### src/rtl/uart_pkg.sv
// Shared constants for the UART transmitter peripheral: FSM encodings,
// register offsets and STATUS bit positions.
package uart_pkg;

    localparam logic [1:0] ST_IDLE  = 2'd0;
    localparam logic [1:0] ST_START = 2'd1;
    localparam logic [1:0] ST_DATA  = 2'd2;
    localparam logic [1:0] ST_STOP  = 2'd3;

    localparam logic [1:0] REG_DATA    = 2'd0;
    localparam logic [1:0] REG_STATUS  = 2'd1;
    localparam logic [1:0] REG_DIVISOR = 2'd2;
    localparam logic [1:0] REG_CTRL    = 2'd3;

    localparam int STAT_BUSY    = 0;
    localparam int STAT_FULL    = 1;
    localparam int STAT_EMPTY   = 2;
    localparam int STAT_OVF     = 3;
    localparam int STAT_CNT_LSB = 4;

    // STATUS only has a 4-bit count field; deeper FIFOs report 15.
    function automatic logic [3:0] sat_count(input logic [31:0] c);
        return (c > 32'd15) ? 4'hF : c[3:0];
    endfunction

endpackage

### src/rtl/sync_fifo.sv
// Single-clock FIFO with registered pointers and occupancy count.
// Pop is ignored when empty, so a push into an empty FIFO is never bypassed.
module sync_fifo #(
    parameter int WIDTH = 8,
    parameter int DEPTH = 8
) (
    input  logic                       clk,
    input  logic                       rst,
    input  logic                       push,
    input  logic                       pop,
    input  logic [WIDTH-1:0]           din,
    output logic [WIDTH-1:0]           dout,
    output logic                       full,
    output logic                       empty,
    output logic [$clog2(DEPTH):0]     count
);

    localparam int AW = $clog2(DEPTH);
    localparam int CW = AW + 1;

    logic [WIDTH-1:0] mem [DEPTH];
    logic [AW-1:0]    wr_ptr;
    logic [AW-1:0]    rd_ptr;
    logic             do_push;
    logic             do_pop;

    assign full    = (count == CW'(DEPTH));
    assign empty   = (count == '0);
    assign do_pop  = pop && !empty;
    assign do_push = push && (!full || do_pop);
    assign dout    = mem[rd_ptr];

    always_ff @(posedge clk) begin
        if (do_push) begin
            mem[wr_ptr] <= din;
        end
    end

    always_ff @(posedge clk or posedge rst) begin
        if (rst) begin
            wr_ptr <= '0;
            rd_ptr <= '0;
            count  <= '0;
        end else begin
            if (do_push) begin
                wr_ptr <= wr_ptr + AW'(1);
            end
            if (do_pop) begin
                rd_ptr <= rd_ptr + AW'(1);
            end
            case ({do_push, do_pop})
                2'b10:   count <= count + CW'(1);
                2'b01:   count <= count - CW'(1);
                default: count <= count;
            endcase
        end
    end

endmodule

### src/rtl/uart_tx_dev.sv
// Memory-mapped 8N1 UART transmitter: register file, TX FIFO, bit-timing FSM
// and a registered level IRQ raised when the FIFO has drained and the line is idle.
module uart_tx_dev
    import uart_pkg::*;
#(
    parameter int FIFO_DEPTH = 8,
    parameter int DIV_RESET  = 16
) (
    input  logic        clk,
    input  logic        reset,
    input  logic [31:2] Addr,
    input  logic        WE,
    input  logic [31:0] Din,
    output logic [31:0] Dout,
    output logic        IRQ,
    output logic        txd
);

    localparam int CW = $clog2(FIFO_DEPTH) + 1;

    logic [1:0]    state;
    logic [15:0]   divisor;
    logic [15:0]   bit_div;
    logic [15:0]   bit_cnt;
    logic [2:0]    bit_idx;
    logic [7:0]    shift;
    logic          tx_en;
    logic          irq_en;
    logic          overflow;

    logic          wr_data;
    logic          push;
    logic          pop;
    logic          full;
    logic          empty;
    logic [7:0]    fifo_dout;
    logic [CW-1:0] count;
    logic          busy;
    logic          bit_end;
    logic          unused_bits;

    assign unused_bits = ^{Addr[31:4], Din[31:16]};

    assign wr_data = WE && (Addr[3:2] == REG_DATA);
    assign busy    = (state != ST_IDLE);
    assign bit_end = (bit_cnt == bit_div - 16'd1);
    // A pop happens from IDLE, or at the end of a stop bit for back-to-back frames.
    assign pop     = tx_en && !empty && ((state == ST_IDLE) || ((state == ST_STOP) && bit_end));
    assign push    = wr_data && (!full || pop);

    sync_fifo #(
        .WIDTH (8),
        .DEPTH (FIFO_DEPTH)
    ) u_fifo (
        .clk   (clk),
        .rst   (reset),
        .push  (push),
        .pop   (pop),
        .din   (Din[7:0]),
        .dout  (fifo_dout),
        .full  (full),
        .empty (empty),
        .count (count)
    );

    always_ff @(posedge clk or posedge reset) begin
        if (reset) begin
            divisor  <= 16'(DIV_RESET);
            tx_en    <= 1'b0;
            irq_en   <= 1'b0;
            overflow <= 1'b0;
        end else begin
            if (WE && (Addr[3:2] == REG_DIVISOR)) begin
                divisor <= (Din[15:0] == 16'd0) ? 16'd1 : Din[15:0];
            end
            if (WE && (Addr[3:2] == REG_CTRL)) begin
                tx_en  <= Din[0];
                irq_en <= Din[1];
                if (Din[2]) begin
                    overflow <= 1'b0;
                end
            end
            if (wr_data && full && !pop) begin
                overflow <= 1'b1;
            end
        end
    end

    always_ff @(posedge clk or posedge reset) begin
        if (reset) begin
            state   <= ST_IDLE;
            bit_cnt <= 16'd0;
            bit_idx <= 3'd0;
            shift   <= 8'd0;
            bit_div <= 16'(DIV_RESET);
            txd     <= 1'b1;
        end else begin
            // txd follows the state one cycle later, giving exactly bit_div cycles per bit.
            txd <= (state == ST_START) ? 1'b0 :
                   (state == ST_DATA)  ? shift[0] : 1'b1;
            case (state)
                ST_IDLE: begin
                    if (pop) begin
                        shift   <= fifo_dout;
                        bit_div <= divisor;
                        bit_cnt <= 16'd0;
                        state   <= ST_START;
                    end
                end
                ST_START: begin
                    if (bit_end) begin
                        bit_cnt <= 16'd0;
                        bit_idx <= 3'd0;
                        state   <= ST_DATA;
                    end else begin
                        bit_cnt <= bit_cnt + 16'd1;
                    end
                end
                ST_DATA: begin
                    if (bit_end) begin
                        bit_cnt <= 16'd0;
                        shift   <= shift >> 1;
                        if (bit_idx == 3'd7) begin
                            state <= ST_STOP;
                        end else begin
                            bit_idx <= bit_idx + 3'd1;
                        end
                    end else begin
                        bit_cnt <= bit_cnt + 16'd1;
                    end
                end
                ST_STOP: begin
                    if (bit_end) begin
                        bit_cnt <= 16'd0;
                        if (pop) begin
                            shift   <= fifo_dout;
                            bit_div <= divisor;
                            state   <= ST_START;
                        end else begin
                            state <= ST_IDLE;
                        end
                    end else begin
                        bit_cnt <= bit_cnt + 16'd1;
                    end
                end
                default: state <= ST_IDLE;
            endcase
        end
    end

    always_ff @(posedge clk or posedge reset) begin
        if (reset) begin
            IRQ <= 1'b0;
        end else begin
            IRQ <= irq_en && empty && !busy;
        end
    end

    always_comb begin
        Dout = 32'd0;
        case (Addr[3:2])
            REG_STATUS: begin
                Dout[STAT_BUSY]                    = busy;
                Dout[STAT_FULL]                    = full;
                Dout[STAT_EMPTY]                   = empty;
                Dout[STAT_OVF]                     = overflow;
                Dout[STAT_CNT_LSB+3:STAT_CNT_LSB]  = sat_count(32'(count));
            end
            REG_DIVISOR: Dout[15:0] = divisor;
            REG_CTRL:    Dout[1:0]  = {irq_en, tx_en};
            default:     Dout       = 32'd0;
        endcase
    end

endmodule
### config.mk
export PLATFORM = sky130hd
export DESIGN_NAME = uart_tx_dev
export DESIGN_NICKNAME = d
export VERILOG_FILES = /design/src/rtl/uart_pkg.sv /design/src/rtl/sync_fifo.sv /design/src/rtl/uart_tx_dev.sv
export SDC_FILE = /design/constraint.sdc
export NUM_CORES = 1
export LEC_CHECK = 0
export CELL_PAD_IN_SITES_DETAIL_PLACEMENT = 1
export CELL_PAD_IN_SITES_GLOBAL_PLACEMENT = 1
export CORE_MARGIN = 2
export CORE_UTILIZATION = 40
export DETAILED_ROUTE_END_ITERATION = 6
export GPL_ROUTABILITY_DRIVEN = 0
export PLACE_DENSITY = 0.82
export SETUP_SLACK_MARGIN = 0.05
export SLEW_MARGIN = 0
export SYNTH_ARGS = -nofsm -noshare
export SYNTH_HDL_FRONTEND = slang
export SYNTH_SLANG_ARGS = --single-unit
### constraint.sdc
create_clock -name clk -period 3.7 [get_ports clk]
set_clock_uncertainty 0.05 [all_clocks]
set_input_delay 0.555 -clock clk [delete_from_list [all_inputs] [get_ports clk]]
set_output_delay 0.555 -clock clk [all_outputs]
set_load 0.005 [all_outputs]
==> run summary <==
status -> finished with violations
failing checks -> setup timing
synthesized instance count -> 568
worst-path cell chain -> inv_1 -> ha_4 -> buf_4 -> xnor3_1 -> and3_1 -> o2111ai_1 -> a22oi_2 -> nand4_1 -> a31o_2 -> ha_4 -> xor2_2 -> ha_2 -> a21oi_4 -> xor2_2 -> nor2_2 -> xor2_1
antenna violations before repair -> 0
Antenna Violating Nets Remaining -> 0
RSZ-0062 raised after global routing -> yes
layout cell share with drive strength beyond 1 -> 25.9%
Lkg Pwr -> 3.40 nW
clock sink count -> 140
max_slew headroom -> 44.6%
post-route setup slack -> -42.7 ps
CP Buf/Inv Count -> 2
critical path's slowest cell -> dfrtp_1
Switch Pwr -> 2.34 mW
Worst-Margin Slew -> 831 ps
critical path arrival -> 3990 ps
largest net degree at the start of global routing -> 41
Synth area leader -> edfxtp_1
max_cap viols -> 0
fraction of registers with async set/reset -> 54.3%
ranking of synthesized cells by area -> edfxtp_1 27%, dfrtp_1 25%, mux2_2 5.9%, mux4_2 5.0%, ha_1 3.3%
Pins Over Slew Limit -> 0
most frequent cells in the layout -> 71 x dfrtp_1, 64 x edfxtp_1, 38 x mux2_2, 38 x clkdlybuf4s50_1, 34 x buf_4
Clk Latency, worst-skew pair -> 430 ps
CTS Hold Bufs -> 0
CP top delay family -> compound AO/OA/AOI/OAI gates
Mean Syn Cell Area -> 12.7 um2
commonest non-fill, non-tap cell in the layout -> dfrtp_1
Rows -> 49
fmax -> 0.267 GHz
hpwl dp -> 12.5 mm
Final Cycle Share -> 101%
switching part of the total power -> 36.5%
core area -> 17,800 um2
Tmin final -> 3740 ps
Max VDD drop -> 391 uV
WL/cell -> 22.6 um
Hold Path Class -> register to register
DRC violation count after routing -> 0
first-pass GRT wire length -> 30.2 mm
die height -> 138 um
I/O pins -> 99
TritonCTS clock tree -> built
die area -> 19,100 um2
top-area cell type share of the netlist area -> 26.7%
Post-synth EDFFs -> 64
clock share of power -> 26.8%
pwr dens -> 740 nW/um2
Num CTS Buffers -> 17
CTS root buffer -> clkbuf_16
Data required, critical path -> 3950 ps
Vias/cell -> 5.79
worst-path maximum fanout -> 8
synthesized area -> 7200 um2
Final Util -> 48.6%
number of global-route vias before repair -> 5,335
final layout net count -> 712
post-synth cell types -> 73
FF+latch count, synth -> 140
top_reg_cell synth -> dfrtp_1
I/O Buffers -> 38
All-Layer GR Usage -> 20.3%
Bufs on Longest Clock Path -> 2
grt ovf -> 0
Flop pwr share -> 37.4%
Inserted Diodes -> 0
final hold viol count -> 0
routed wire length -> 19.7 mm
CP Class -> register to register
Reg clk slew, reported paths -> 60 ps
Max H-tree Level -> 4
Gate power share -> 35.8%
Yosys warnings -> 0
area growth from synthesis to layout -> 20.5%
Placement Setup Slack -> 19.2 ps
Internal -> 4.08 mW
Final Setup Violations -> 1
sequential area share after synthesis -> 53.2%
Crit. End Element -> register
setup TNS -> -42.7 ps
Hold WS -> 450 ps
critical path launch point type -> register
DR iter-0 viols -> 408
DRT Pass-1 Iters -> 5
Initial Utilization -> 40.4%
Die Span X -> 138 um
Critical Path Max Stage Delay -> 420 ps
DR vias -> 5,036
==> flip-flops by register name (all words and copies together), names as in the netlist, 2 cells and up <==
register / cells
bit_cnt: 16
bit_div: 16
bit_idx: 3
divisor: 16
shift: 8
state: 2
u_fifo.count: 4
u_fifo.mem: 64
u_fifo.rd_ptr: 3
u_fifo.wr_ptr: 3
==> tightest hold or removal path, delay by kind of cell (launching register included) <==
family	cells	cell delay [ps]
compound gates	1	70
buf+inv	1	70
flops	1	360
==> cell usage after synthesis (3+ instances only) <==
master and number:
nor4b_1 4, mux2i_1 14, mux4_2 16, and3_1 12, buf_6 3, a311oi_1 3
a21oi_1 10, buf_1 4, dfrtp_1 73, edfxtp_1 64, o211ai_1 3, a31oi_1 17
mux2_2 38, inv_1 21, ha_1 19, nand3_1 16, a22oi_1 7, mux2_4 7
xor2_1 13, nor2_1 16, nand3b_1 5, dfstp_2 3, o21ai_0 21, xnor2_1 15
nor4_1 9, clkbuf_1 20, and2_1 9, buf_4 17, nor3_1 8, nand2_1 34
nor2b_1 11, or3_1 3
==> cell families (layout without fill, tap and decap cells) <==
group	after synthesis	count (layout)	synth area share (%)
AOI/OAI and AO/OA	87	87	8.38
xor gates and xnor gates	30	30	4.05
adders and majority gates	19	19	3.30
buffers and inverters	67	125	4.73
DFF	140	140	53.2
muxes	75	75	14.4
other	1	16	0.0521
and+or+nand+nor	149	149	12.0
==> power groups by stage <==
stage | clock network, mW | logic (mW) | registers [mW]
after floorplan | 0 | 1.54 | 2.16
after global routing | 1.81 | 2.47 | 2.45
after detailed placement | 0 | 1.96 | 2.37
final | 1.72 | 2.30 | 2.40
after CTS | 1.74 | 2.06 | 2.36
after global placement | 0 | 1.83 | 2.33
==> metrics by stage <==
stage               cell area, um2  total power, mW  cells
CTS                           8510             6.16    866
finish                        8670             6.42    870
global placement              7880             4.15    833
detailed placement            7880             4.33    833
floorplan                     7260             3.70    583
global route                  8670             6.72    870
==> final cells by class <==
type	instances	area (um2)
Multi-Input combinational cell	376	3250
Inverter	21	78.8
Sequential cell	140	3830
Clock buffer	19	433
Tap cell	229	287
Timing Repair Buffer	72	636
Fill cell	1828	9170
Clock inverter	13	156
==> metal layers <==
layer	wire, um	share of wire [%]	GRT usage [%]
met5	0	0	0
met1	8130	41	25.4
met4	690	3.5	9.72
met3	814	4.1	2.77
met2	10000	51	34.8
==> worst paths after layout <==
path                       startpoint               to  slack (ps)  depth (start not counted)
max                        bit_div[1]  u_fifo.count[2]         -40                         16
min                          shift[0]              txd         450                          2
max reg2reg                bit_div[1]  u_fifo.count[2]         -40                         16
min reg2reg                  shift[0]              txd         450                          2
max in group asynchronous       reset       bit_div[3]        2630                          3
min in group asynchronous       reset       bit_idx[0]         550                          3
==> what timing repair did <==
item | 4_1_cts | 5_1_grt
resized for setup | 6 | 27
endpoints found under the setup margin | 1 | 24
endpoints found under the hold margin | 0 | 0
pin swaps | 2 | 14
buffers inserted | 1 | 5
Note: power is estimated with default switching activity, not from simulation.
